`src/rtl/pc_sequencer_pkg.sv`:
```
// rtl/pc_sequencer_pkg.sv - shared state encodings and constants for the PC sequencer
package pc_sequencer_pkg;

    typedef enum logic [1:0] {
        ST_RST  = 2'b00,
        ST_RUN  = 2'b01,
        ST_TRAP = 2'b10
    } state_e;

    localparam logic [31:0] INSTR_BYTES = 32'd4;

    // Control-transfer addresses are word aligned; the low two bits are dropped.
    function automatic logic [31:0] word_align(input logic [31:0] addr);
        return {addr[31:2], 2'b00};
    endfunction

endpackage

```
`src/rtl/pc_sequencer.sv`:
```
// rtl/pc_sequencer.sv - SPARC PC/nPC sequencer with delayed branches, annul, stall and trap entry
module pc_sequencer
    import pc_sequencer_pkg::*;
#(
    parameter logic [31:0] RESET_VECTOR = 32'h0000_0000
) (
    input  logic        clk,
    input  logic        reset_n,
    input  logic        stall,
    input  logic        br_taken,
    input  logic [31:0] br_target,
    input  logic        br_annul,
    input  logic        trap_req,
    input  logic [31:0] trap_vector,
    output logic [31:0] add_a,
    output logic [31:0] add_b,
    input  logic [31:0] add_y,
    output logic [31:0] pc,
    output logic [31:0] npc,
    output logic        fetch_valid,
    output logic        annul_slot,
    output logic        trap_ack
);

    state_e      state_q, state_d;
    logic [31:0] pc_q, pc_d;
    logic [31:0] npc_q, npc_d;
    logic        annul_q, annul_d;

    always_comb begin
        state_d = state_q;
        pc_d    = pc_q;
        npc_d   = npc_q;
        annul_d = annul_q;
        case (state_q)
            ST_RST: begin
                state_d = ST_RUN;
            end
            ST_RUN: begin
                if (trap_req) begin
                    pc_d    = word_align(trap_vector);
                    annul_d = 1'b0;
                    state_d = ST_TRAP;
                end else if (!stall) begin
                    pc_d    = npc_q;
                    npc_d   = br_taken ? word_align(br_target) : add_y;
                    annul_d = br_annul & ~br_taken;
                end
            end
            ST_TRAP: begin
                // The adder sees pc (the vector) here, so add_y is vector+4.
                npc_d   = add_y;
                state_d = ST_RUN;
            end
            default: begin
                state_d = ST_RST;
            end
        endcase
    end

    always_ff @(posedge clk) begin
        if (!reset_n) begin
            state_q <= ST_RST;
            pc_q    <= RESET_VECTOR;
            npc_q   <= RESET_VECTOR + INSTR_BYTES;
            annul_q <= 1'b0;
        end else begin
            state_q <= state_d;
            pc_q    <= pc_d;
            npc_q   <= npc_d;
            annul_q <= annul_d;
        end
    end

    assign add_a       = (state_q == ST_TRAP) ? pc_q : npc_q;
    assign add_b       = INSTR_BYTES;
    assign pc          = pc_q;
    assign npc         = npc_q;
    assign annul_slot  = annul_q;
    assign fetch_valid = (state_q == ST_RUN);
    assign trap_ack    = (state_q == ST_TRAP);

endmodule

```
`config.mk`:
```
export PLATFORM = sky130hd
export DESIGN_NAME = pc_sequencer
export DESIGN_NICKNAME = d
export VERILOG_FILES = /design/src/rtl/pc_sequencer_pkg.sv /design/src/rtl/pc_sequencer.sv
export SDC_FILE = /design/constraint.sdc
export NUM_CORES = 1
export LEC_CHECK = 0
export ABC_AREA = 1
export CAP_MARGIN = 10
export CORE_MARGIN = 8
export CORE_UTILIZATION = 28
export CTS_BUF_LIST = sky130_fd_sc_hd__clkbuf_4 sky130_fd_sc_hd__clkbuf_8 sky130_fd_sc_hd__clkbuf_16
export CTS_CLUSTER_SIZE = 8
export DETAILED_ROUTE_END_ITERATION = 10
export GPL_TIMING_DRIVEN = 0
export PLACE_DENSITY = 0.63
export SLEW_MARGIN = 40
export SYNTH_ARGS = -nofsm -noshare
export SYNTH_HDL_FRONTEND = slang
export SYNTH_SLANG_ARGS = --single-unit
export TNS_END_PERCENT = 100
```
`constraint.sdc`:
```
create_clock -name clk -period 1.4 [get_ports clk]
set_input_delay 0.35 -clock clk [delete_from_list [all_inputs] [get_ports clk]]
set_output_delay 0.35 -clock clk [all_outputs]
set_load 0.02 [all_outputs]
```
==> impl_results.md, run 1 <==
* Placed cells at ~1,000
* YS warnings at 0
* Total Wirelength at around 18 mm
* Nets at about 1,000
* Seq/Total Area, Yosys at between 30% and 40%
* CP startpoint kind: register
* Worst-margin pin slew at between 0.6 and 0.7 ns
* Area Overhead vs Synth at 81.2%
* Cell area power density at between 900 and 1000 mW/mm^2
* Achievable frequency at ~0.54 GHz
* Largest net degree at the start of global routing at 14
* Max FO, Critical Path at 10
* Worst EP arrival at roughly 1.5 ns
* Initial detailed-routing violation count at 240
* I/O pin total at approximately 230
* Initial Utilization at roughly 28%
* Initial antenna violation count at 0
* First-pass iteration count of the detailed router at 4
* Tot Pwr at approximately 7000 uW
* Root buf cell: clkbuf_16
* Clock transition at path regs at 0.06 ns
* Buffers on Ports at roughly 190
* WS Path Type: reg2out
* RSZ-0062 raised after global routing: true
* Worst Setup End Kind: primary output
* Run status: finished with violations
* Mapped Area at about 0.004 sq mm
* Dpl ws at -0.714 ns
* Setup ws final at -0.437 ns
* CTS buffer count at 9
* Final hold violations at 0
* Insertion delay to the later sink of the worst-skew pair at around 0.34 ns
* Max-slew violations at 0
* Via density at between 4 and 5
* Total global-route track usage at a little under a fifth
* Vias in the first global route at ~4,700
* Total gr overflow at 0
* DRC viols at 0
* Fin Setup TNS at -14.39 ns
* Placed Area at between 0.006 and 0.007 sq mm
* Critical Path RT at 1.05 ns
* Max-cap violations at 0
* Routability cong. at 0.751
* Core Rows at 43
* Antenna Cells at 0
* Die span in x at roughly 130 um
* H-tree levels at 3
* CTS tree: yes
* Synthesized area per cell at 6.10 sq um
* Leak Pwr at around 0.0035 uW
* Final Cycle Share at 131%
* Core area at ~0.014 sq mm
* # setup viols final at 66
* Die H at between 100 and 150 um
* Design Area, Final at between 0.007 and 0.008 sq mm
* CTS Sinks at 67
* First-pass GRT wire length at between 20 and 30 mm
* Failing checks: negative setup slack
* Slew headroom at ~58%
* Hold WC Path Type: in2reg
* Routed wire per std cell at between 15 and 20 um
* Post-synthesis cell type count at 19
* Die area at ~0.018 sq mm
* CTS Buffer Depth at 2
* DR vias at 4,817
* Minimum clock period at 1.84 ns
* #FFs+latches synth at 67
* Post-route insts no fill at 1,082
* Final Skew at about 0.0055 ns
* DPL Wire Length at approximately 13 mm
* Gate Count Post-Synth at 645
* Number of routed nets with antenna violations at 0
* Share of layout cells above drive strength 1 at a little over a quarter
* VDD IR max at 625 uV
==> cell usage after synthesis, drive strengths merged <==
| library cell | n | area, sq um |
|---|---|---|
| nor4 | 1 | 6.26 |
| nand3 | 64 | 325 |
| o21ai | 93 | 477 |
| conb | 2 | 7.51 |
| buf | 61 | 422 |
| nand2 | 167 | 632 |
| clkbuf | 16 | 60.1 |
| nor2 | 128 | 488 |
| dfxtp | 67 | 1340 |
| a21oi | 4 | 20.0 |
| inv | 42 | 158 |
==> logic make-up (layout without fill, tap and decap cells) <==
group	after synthesis	after routing	synth area share (%)
flops	67	67	34.1
simple gates	360	360	36.9
buf+inv	119	346	16.2
other cells	2	32	0.191
compound gates	97	97	12.6
==> area by class of cell <==
type | count | area [sq um]
clock inverter | 5 | 100
clock buffer | 11 | 246
inverter | 42 | 173
tap | 180 | 225
multi-input combinational | 489 | 2320
buffer | 76 | 637
sequential | 67 | 1350
timing repair buffer | 212 | 2090
fill | 1458 | 6690
==> where the power goes <==
| group | total [uW] | switching, uW | internal, uW |
|---|---|---|---|
| logic | 2130 | 1150 | 982 |
| clock network | 2700 | 893 | 1800 |
| registers | 2160 | 104 | 2060 |
==> state kept, by name, indices dropped and copies added, names as in the netlist <==
| name | cells |
|---|---|
| npc | 32 |
| pc | 32 |
| state_q | 2 |
| annul_slot | 1 |
==> final timing paths <==
check	startpoint	endpoint	slack [ns]	cells past startpoint
min reg2reg	npc[0]	pc[0]	0.49	2
max	state_q[1]	add_a[22]	-0.44	6
max reg2reg	state_q[1]	pc[23]	-0.07	8
min	trap_req	state_q[1]	0.41	3
==> stage by stage <==
stage / util (%) / hold WS (ns)
6_report: 51.6 / 0.415
5_1_grt: 51.6 / 0.435
4_1_cts: 49.7 / 0.364
3_5_place_dp: 45.6 / 0.469
3_3_place_gp: 45.6 / 0.469
2_1_floorplan: - / 0.457
==> per-layer routing <==
layer	wire [um]	global-route usage [%]	part of all wire, %	up-vias
met4	198	6.18	1.1	0
met5	0	0	0	-
met2	8630	31.3	49	160
met1	7290	21.4	41	2173
met3	1520	5.91	8.6	11
li1	-	-	-	2473
==> cell usage in the layout (no fill, tap or decap), types with 3 or more instances in the layout <==
cell type and count:
nand3_1 63, clkdlybuf4s15_2 4, clkbuf_16 15, clkdlybuf4s15_1 19
o21ai_2 46, nand2_4 5, buf_6 42, nand2_2 12
nand2_1 150, clkbuf_2 28, nor2_1 126, dfxtp_1 65
buf_2 9, o21ai_1 7, bufinv_16 3, dlygate4sd2_1 19
buf_12 6, a21oi_1 4, buf_4 46, conb_1 32
clkdlybuf4s50_1 93, buf_8 4, o21ai_0 39, inv_1 38
clkbuf_1 10
==> critical path, cell delays in order, from the launching register on <==
cell and delay (ns):
dfxtp_4 0.35, inv_4 0.04, nor2_4 0.16, buf_12 0.17, buf_6 0.18, o21ai_1 0.08
buf_4 0.16
==> timing repair <==
action | CTS | global route
buffers inserted | 6 | 4
resized for setup | 350 | 115
hold buffers | 0 | 0
pin swaps | 1 | 6
setup endpoints to repair | 162 | 137
cloned | 3 | 5
Note: power is estimated with default switching activity, not from simulation.
==> inputs of run 2 (changes only) <==
--- a/config.mk
+++ b/config.mk
@@ -13,8 +13,9 @@
 export CTS_CLUSTER_SIZE = 8
 export DETAILED_ROUTE_END_ITERATION = 10
 export GPL_TIMING_DRIVEN = 0
+export HOLD_SLACK_MARGIN = 0.08
 export PLACE_DENSITY = 0.63
-export SLEW_MARGIN = 40
+export SLEW_MARGIN = 30
 export SYNTH_ARGS = -nofsm -noshare
 export SYNTH_HDL_FRONTEND = slang
 export SYNTH_SLANG_ARGS = --single-unit
==> results of run 2 <==
Same layout as run 1: the final DEF is identical, and so are final timing and power.
